==> config.mk <==
export PLATFORM = sky130hd
export DESIGN_NAME = ysyx_25040111_icache_sa
export DESIGN_NICKNAME = d
export VERILOG_FILES = /design/src/rtl/ysyx_25040111_icache_sa.sv
export SDC_FILE = /design/constraint.sdc
export NUM_CORES = 2
export LEC_CHECK = 0
export BUFFER_PORTS_ARGS = -buffer_cell sky130_fd_sc_hd__buf_2
export CORE_UTILIZATION = 35
export DETAILED_ROUTE_END_ITERATION = 8
export SLEW_MARGIN = 10
export SYNTH_ARGS = -nofsm -noshare
export SYNTH_HDL_FRONTEND = slang
export SYNTH_SLANG_ARGS = --single-unit
==> constraint.sdc <==
create_clock -name clock -period 4 [get_ports clock]
set_input_delay 0.2 -clock clock [delete_from_list [all_inputs] [get_ports clock]]
set_output_delay 0.2 -clock clock [all_outputs]
set_load 0.01 [all_outputs]
==> src/rtl/ysyx_25040111_icache_sa.sv <==
// Set-associative read-only instruction cache between IFU and the memory bridge.
// Misses refill a whole block with one burst; replacement is per-set round-robin.
module ysyx_25040111_icache_sa #(
    parameter int WAYS_Ls  = 1,
    parameter int SETS_Ls  = 3,
    parameter int BLOCK_Ls = 4
) (
    input  logic        clock,
    input  logic        reset,
    input  logic        valid,
    input  logic [31:0] addr,
    output logic        ready,
    output logic [31:0] data,
    input  logic        flush,
    output logic        rstart,
    output logic [31:0] raddr,
    output logic [7:0]  rlen,
    input  logic        rok,
    input  logic [31:0] rdata,
    output logic [31:0] hit_cnt,
    output logic [31:0] miss_cnt
);

    localparam int WAYS  = 1 << WAYS_Ls;
    localparam int SETS  = 1 << SETS_Ls;
    localparam int WORDS = 1 << (BLOCK_Ls - 2);
    localparam int WAY_W = (WAYS_Ls > 0) ? WAYS_Ls : 1;
    localparam int IDX_W = (SETS_Ls > 0) ? SETS_Ls : 1;
    localparam int WRD_W = (BLOCK_Ls > 2) ? BLOCK_Ls - 2 : 1;
    localparam int TAG_W = 32 - BLOCK_Ls - SETS_Ls;
    localparam logic [31:0] BLK_MASK = ~(32'((1 << BLOCK_Ls) - 1));

    localparam logic [1:0] S_IDLE   = 2'd0;
    localparam logic [1:0] S_REFILL = 2'd1;
    localparam logic [1:0] S_DONE   = 2'd2;

    function automatic logic [IDX_W-1:0] idx_of(input logic [31:0] a);
        idx_of = IDX_W'((a >> BLOCK_Ls) & 32'(SETS - 1));
    endfunction

    function automatic logic [WRD_W-1:0] word_of(input logic [31:0] a);
        word_of = WRD_W'((a >> 2) & 32'(WORDS - 1));
    endfunction

    function automatic logic [TAG_W-1:0] tag_of(input logic [31:0] a);
        tag_of = TAG_W'(a >> (BLOCK_Ls + SETS_Ls));
    endfunction

    logic [1:0]       state_q;
    logic [31:0]      req_addr_q;
    logic [WAY_W-1:0] victim_q;
    logic [WRD_W-1:0] beat_q;
    logic             flush_pend_q;

    logic [WAYS-1:0]  valid_q [SETS];
    logic [WAY_W-1:0] ptr_q   [SETS];
    logic [TAG_W-1:0] tag_q   [SETS][WAYS];
    logic [31:0]      mem_q   [SETS][WAYS][WORDS];

    logic [IDX_W-1:0] lk_idx, rf_idx;
    logic [WRD_W-1:0] lk_word, rf_word;
    logic [TAG_W-1:0] lk_tag, rf_tag;
    logic             hit;
    logic [WAY_W-1:0] hit_way, vict;
    logic             found;

    assign rlen    = 8'(WORDS - 1);
    assign lk_idx  = idx_of(addr);
    assign lk_word = word_of(addr);
    assign lk_tag  = tag_of(addr);
    assign rf_idx  = idx_of(req_addr_q);
    assign rf_word = word_of(req_addr_q);
    assign rf_tag  = tag_of(req_addr_q);

    // Lookup: hit way, and victim = lowest invalid way else the set pointer.
    always_comb begin
        hit     = 1'b0;
        hit_way = '0;
        vict    = ptr_q[lk_idx];
        found   = 1'b0;
        for (int w = 0; w < WAYS; w++) begin
            if (valid_q[lk_idx][w] && tag_q[lk_idx][w] == lk_tag) begin
                hit     = 1'b1;
                hit_way = WAY_W'(w);
            end
            if (!found && !valid_q[lk_idx][w]) begin
                vict  = WAY_W'(w);
                found = 1'b1;
            end
        end
    end

    always_ff @(posedge clock) begin
        if (reset) begin
            state_q      <= S_IDLE;
            ready        <= 1'b0;
            data         <= '0;
            rstart       <= 1'b0;
            raddr        <= '0;
            hit_cnt      <= '0;
            miss_cnt     <= '0;
            flush_pend_q <= 1'b0;
            req_addr_q   <= '0;
            victim_q     <= '0;
            beat_q       <= '0;
            for (int s = 0; s < SETS; s++) begin
                valid_q[s] <= '0;
                ptr_q[s]   <= '0;
            end
        end else begin
            ready  <= 1'b0;
            rstart <= 1'b0;
            case (state_q)
                S_IDLE: begin
                    // A flush beats a same-cycle request; ready gates the held valid.
                    if (flush) begin
                        for (int s = 0; s < SETS; s++) begin
                            valid_q[s] <= '0;
                            ptr_q[s]   <= '0;
                        end
                    end else if (valid && !ready) begin
                        req_addr_q <= addr;
                        if (hit) begin
                            ready   <= 1'b1;
                            data    <= mem_q[lk_idx][hit_way][lk_word];
                            hit_cnt <= hit_cnt + 32'd1;
                        end else begin
                            rstart   <= 1'b1;
                            raddr    <= addr & BLK_MASK;
                            miss_cnt <= miss_cnt + 32'd1;
                            victim_q <= vict;
                            beat_q   <= '0;
                            state_q  <= S_REFILL;
                        end
                    end
                end
                S_REFILL: begin
                    if (flush) flush_pend_q <= 1'b1;
                    if (rok) begin
                        beat_q <= beat_q + WRD_W'(1);
                        if (beat_q == WRD_W'(WORDS - 1)) state_q <= S_DONE;
                    end
                end
                S_DONE: begin
                    ready <= 1'b1;
                    data  <= mem_q[rf_idx][victim_q][rf_word];
                    if (flush_pend_q || flush) begin
                        for (int s = 0; s < SETS; s++) valid_q[s] <= '0;
                    end else begin
                        valid_q[rf_idx][victim_q] <= 1'b1;
                    end
                    if (WAYS > 1 && victim_q == ptr_q[rf_idx])
                        ptr_q[rf_idx] <= victim_q + WAY_W'(1);
                    flush_pend_q <= 1'b0;
                    state_q      <= S_IDLE;
                end
                default: state_q <= S_IDLE;
            endcase
        end
    end

    // Block data and tags carry no reset; valid bits decide whether they are used.
    always_ff @(posedge clock) begin
        if (!reset && state_q == S_REFILL && rok)
            mem_q[rf_idx][victim_q][beat_q] <= rdata;
        if (!reset && state_q == S_DONE)
            tag_q[rf_idx][victim_q] <= rf_tag;
    end

endmodule
* Word level (Yosys, flattened, before mapping)
Memories as Yosys holds them, arrays and structs flattened. A register that Yosys moved wholly into a read port is not among the register bits.
Cells that the tools add are included.
** Operators by class
- $lt $le $gt $ge :: 9
- Shift-type cells :: 0
- Reduce and logical (&&, ||, !) cells :: 28
- Multipliers :: 0
- Multiplexer cells :: 103
- Add/subtract/negate cells :: 4
- Divide/modulo/power cells :: 0
- Equality and inequality tests :: 13
- Bitwise logic cells :: 33
** Operators by type and width (number)
- $mux 128 :: 7
- $mux 256 :: 1
- $mux 32 :: 8
- $bmux 32 s2 :: 2
- $demux 128 s1 :: 1
- $add 32x1->32 const B :: 2
- $demux 32 s2 :: 1
- $pmux 32 s2 :: 1
- $mux 2 :: 28
- $eq 25x25->1 :: 2
- $mux 50 :: 1
- $mux 1 :: 40
- $demux 25 s1 :: 1
- $mux 25 :: 1
- $or 1x1->1 :: 24
- $mux 3 :: 6
- $ne 2x2->1 const B :: 7
- $reduce_and 4->1 :: 3
- $logic_and 1x1->1 :: 10
- $reduce_and 5->1 :: 2
- $ge 3x3->1 const B :: 3
- $not 2->3 :: 3
- $pmux 2 s2 :: 2
- $reduce_bool 2->1 :: 3
- other kinds (22) :: 31
** Word-level totals
- RAM bits :: 2472
- Output and inout port bits :: 138
- Bits in registers :: 164
- Bits in read-only memories :: 0
- Bits in latches :: 0
- Bits of input ports :: 69
- Memories :: 4
** Memories
- mem_q :: depth 8, bits a word 256, rd ports 2, clocked after memory_dff 1, wr ports 1, line 58 : logic [31:0] mem_q [SETS][WAYS][WORDS];
- tag_q :: depth 8, bits a word 50, rd ports 1, clocked after memory_dff 0, wr ports 1, line 57 : logic [TAG_W-1:0] tag_q [SETS][WAYS];
- valid_q :: depth 8, bits a word 2, rd ports 1, clocked after memory_dff 0, wr ports 8, line 55 : logic [WAYS-1:0] valid_q [SETS];
- ptr_q :: depth 8, bits a word 1, rd ports 2, clocked after memory_dff 1, wr ports 8, line 56 : logic [WAY_W-1:0] ptr_q [SETS];

* Longest topological paths before layout
An unclocked memory read counts as a cell.
- Depth in word-level cells :: 15
- Depth in mapped cells :: 16
- Gate-level depth less buffers :: 9

* Worst setup path before layout
No wires, ideal clock.
- Kind :: input to register
- Start :: input addr[6]
- End :: register hit_cnt[27]
- Arrival time :: 3.458 ns
- Cell stages on the path :: 14
- Setup slack :: 0.472 ns
- Buffers on the path :: 6
- Library setup time :: 0.070 ns
- Cell sequence :: buf_2 > buf_6 > buf_2 > buf_2 > buf_2 > mux4_2 > mux2_2 > nand2_1 > nand4_1 > nor4_4 > o2111ai_2 > buf_2 > or4_1 > a21oi_1
** Between the ends
- Cells in the longest elaborated chain, start to end :: 6
- Elaborated cells between the ends (all ways) :: 9
- Those cells by class :: eq/ne: 2; mux: 2; reduce/logical: 3; memory: 2
** Ends and longest elaborated chain
- start, declared :: line 11 : input logic [31:0] addr,
- $mem_v2 8x50
- $eq 25x25->1 :: line 82 : if (valid_q[lk_idx][w] && tag_q[lk_idx][w] == lk_tag) begin
- $logic_and 1x1->1 :: line 82
- $mux 1 :: line 82
- $mux 1 * :: line 82
- $reduce_and 4->1 (no line) *
- end signal, assigned :: line 126 : hit_cnt <= hit_cnt + 32'd1;
- end, declared :: line 20 : output logic [31:0] hit_cnt,
Every way passes the cells marked *; elsewhere a longest branch is shown, timed or not.
A chain may end at the register's enable or synchronous reset.

* Worst setup path after layout
- Start :: memory tag_q[0][15] (netlist name)
- End :: register data[25]
** Between the ends
- Cells in the longest elaborated chain, start to end :: 15
- Elaborated cells between the ends (all ways) :: 18
- Those cells by class :: eq/ne: 2; mux: 12; bitwise: 1; reduce/logical: 2; memory: 1
** Ends and longest elaborated chain
- start, declared :: line 57
- $mem_v2 8x50 *
- $eq 25x25->1 * :: line 82
- $logic_and 1x1->1 * :: line 82
- $mux 1 :: line 82
- $not 1->2 (implied by the code) :: line 125 : data <= mem_q[lk_idx][hit_way][lk_word];
- $mux 128 (implied by the code) (3 in series) :: line 125
- $bmux 32 s2 :: line 125
- $mux 32 (implied by the code) (2 in series) :: line 125
- $mux 32 :: line 123 : if (hit) begin
- $mux 32 :: line 121 : end else if (valid && !ready) begin
- $mux 32 :: line 116 : if (flush) begin
- $pmux 32 s2 :: line 113 : case (state_q)
- end signal, assigned :: line 125
- end signal, assigned :: line 146 : data <= mem_q[rf_idx][victim_q][rf_word];
- end, declared :: line 13 : output logic [31:0] data,
Every way passes the cells marked *; elsewhere a longest branch is shown, timed or not. The select of a mux whose other input is x is not followed.

==> out/results.ini <==
[status]
outcome=finished clean

[min_path]
holdPathStages=1
hold_end=mem_q[0][209]$_DFFE_PP_
min-delay-start=rdata[17]
hp-class=input pin to flip-flop

[placed_design]
placed_cell_area_sq_um=129900
hpwl_mm=223.1
port_buffers=192
gp_congestion=0.8281

[final_layout]
nFillCells=29560
seq_area_sq_um=77390
multiInputGateArea_sq_um=40190
final_area_sq_um=139400
syn_to_final_growth_pct=17.09
final_net_count=6758
utilization_pct=41.30
drive_gt1_share_pct=36.24

[critical_path]
crit_type=flip-flop to flip-flop
r2r_slack_ns=0.12
crit_required_ns=4.79
worstRegToRegCells=11
cp-start-kind=flip-flop
r2r_end=data[25]$_SDFFE_PP0P_
crit_arrival_ns=4.67
cp_max_fo=32
crit_path_end_kind=flip-flop
rr_startpoint=tag_q[0][15]$_DFFE_PP_

[timing]
slew_headroom_pct=17.50
worst_slew_pin_slew_ns=1.238
clock_skew_ns=0.05173
fin_crit_sh_pct=97.01
rsz0062_at_grt=false
fin_setup_tns_ns=0
fmax_mhz=257.7
slew_violations=0
finalCriticalPeriod_ns=3.880
finalHoldViolCount=0
setup_viol=0

[logic_synthesis]
yosys.area_share.adder_pct=0.06307
synth_common_cells=edfxtp_1 (2456), mux4_2 (1244), nand2_1 (337)
synthXorXnorAreaFrac_pct=0.2502
synth_compound_gate_area_share_pct=3.408
synth_cell_types=66
synth_top_cell_area_share_pct=61.96
async_flop_share_pct=0
syn_area_per_cell_sq_um=19.19
yosysMostFrequentCell=edfxtp_1
syn_inst=6201
synth_seq_cells=2637
synth_top_family_by_area=multiplexers
ys_warn_count=0
yosysTopAreaCell=edfxtp_1
synth_simple_gate_area_share_pct=3.493
syn_area_sq_um=119000
synth-main-ff-cell=edfxtp_1
synthTopCellsByArea=edfxtp_1 (62%), mux4_2 (24%), dfxtp_1 (3.0%), mux2i_1 (1.3%), nand2_1 (1.1%)
synth_mux_area_share_pct=25.94
ys_seq_area_share_pct=65.01
synth-edff-count=2456

[routing]
drt_iter0_drc=8092
routed_wl_mm=370.4
dr.pass1.iters=5
vias=68670
drc=0
final_antenna_net_count=0
post_drt_wl_per_cell_microns=32.42
via_per_inst=6.009

[global_routing]
grt_pass1_vias=69620
grt_overflow=0
grt_antenna_before_repair=18
grt_max_degree=75
track_usage_pct=21.37
grt_first_pass_wirelength_mm=523.1

[floorplan]
die_x_microns=585.1
dieArea_sq_um=342400
io_pins=207
initial_core_util_pct=35.28
fp-row-count=213
coreArea_sq_um=337400
die-height_microns=585.1

[clock_network]
tritoncts=built
cts_buffers=288
cts.reportedPaths.clkPinSlew_ns=0.06
clk_latency_ns=0.91
h-tree-depth=5
cts_buffer_depth=4
clock_sinks=2637
cts-root-buf=clkbuf_16

[power_and_ir_drop]
ir_worst_vdd_mv=0.3002
power_frac_comb_pct=6.6
power_frac_clock_pct=43.1
leakage_uw=0.04282
power_frac_seq_pct=50.3
power.density_nw_per_um2=431.6
p_sw_uw=13410
intPower_uw=46740
finalPower_uw=60150
switching_share_pct=22.30

[job]
cap_violations=0

[routing by layer]
layer | global-route usage [%] | vias up | share of wire [%]
met5 | 0 | - | 0.032
met4 | 7.686 | 20 | 3.7
met3 | 4.417 | 633 | 9.4
met2 | 33.41 | 3455 | 47
met1 | 29.58 | 37190 | 40
li1 | - | 27370 | -
[worst max path at each step]
| stage | startpoint | end | slack [ns] | cells after the start |
|---|---|---|---|---|
| floorplan | addr[6] | hit_cnt[27]$_SDFFE_PP0P_ | 0.47 | 14 |
| global placement | addr[5] | hit_cnt[19]$_SDFFE_PP0P_ | -0.10 | 14 |
| detailed placement | addr[5] | miss_cnt[22]$_SDFFE_PP0P_ | -0.18 | 13 |
| CTS | addr[5] | miss_cnt[22]$_SDFFE_PP0P_ | 0.16 | 14 |
| global route | addr[5] | hit_cnt[19]$_SDFFE_PP0P_ | 0.002 | 15 |
| finish | tag_q[0][15]$_DFFE_PP_ | data[25]$_SDFFE_PP0P_ | 0.12 | 11 |
[flip-flops by register name, summed over array words and instances, names as in the netlist, 2 cells and up, named ones only]
name        cells
mem_q        2048
tag_q         400
data           32
hit_cnt        32
miss_cnt       32
req_addr_q     30
raddr          28
valid_q        16
ptr_q           8
beat_q          2
state_q         2
[layout by cell type, fill, tap and decap left out, drive strengths merged, types with 36 or more instances in the layout]
master	n
a21oi	112
a22oi	124
a31oi	96
a41oi	62
buf	637
clkbuf	369
clkinv	111
dfxtp	181
dlygate4sd3	38
edfxtp	2456
mux2	112
mux2i	159
mux4	1244
nand2	337
nand3	55
nor2	289
nor2b	57
o211ai	36
o21ai	39
[critical path, stage by stage, from the launching register on]
cell      delay (ns)
edfxtp_1        0.36
mux4_2          0.49
mux2i_1         0.18
xnor2_1         0.11
nor4b_1         0.40
o2111a_2        0.27
buf_4           0.53
a31oi_1         0.35
a41oi_1         0.51
buf_4           0.25
a22oi_1         0.09
a41oi_1         0.18
[final cells by class]
cell class	instances	share of cell area [%]
sequential	2637	55.54
multi-input combinational	3058	28.84
clock buffer	369	5.531
timing repair buffer	675	5.040
tap	4515	4.054
clock inverter	144	0.9274
inverter	23	0.06195
antenna	7	0.01257
[power groups by stage]
| stage | clock, uW | sequential [uW] | combinational (uW) |
|---|---|---|---|
| 2_1_floorplan | 0 | 30800 | 2380 |
| 3_3_place_gp | 0 | 30800 | 3940 |
| 3_5_place_dp | 0 | 30800 | 3970 |
| 4_1_cts | 26300 | 30300 | 4010 |
| 5_1_grt | 27300 | 30300 | 4180 |
| 6_report | 25900 | 30300 | 3980 |
[kinds of logic (layout without fill, tap and decap cells)]
logic type | Yosys count | count (layout)
other cells | 2 | 19
xor+xnor | 34 | 34
fa+ha+maj | 6 | 6
mux | 1515 | 1515
simple gates | 906 | 906
flops | 2637 | 2637
compound gates | 585 | 585
buf+inv | 516 | 1211
[stage by stage]
step,hold WS (ns),worst slack [ns],std cells
2_1_floorplan,0.2989,0.4717,6211
3_3_place_gp,0.4283,-0.1042,10870
3_5_place_dp,0.4461,-0.1789,10870
4_1_cts,0.01769,0.1574,11420
5_1_grt,0.07400,0.001953,11420
6_report,0.06353,0.1197,11430
[timing repair]
| item | CTS | global route |
|---|---|---|
| hold endpoints to repair | 83 | 284 |
| setup endpoints to repair | 0 | 2 |
| hold buffers | 33 | 5 |
| resized for setup | 0 | 1 |
| setup buffers | 0 | 0 |
(Power assumes the default switching activity.)
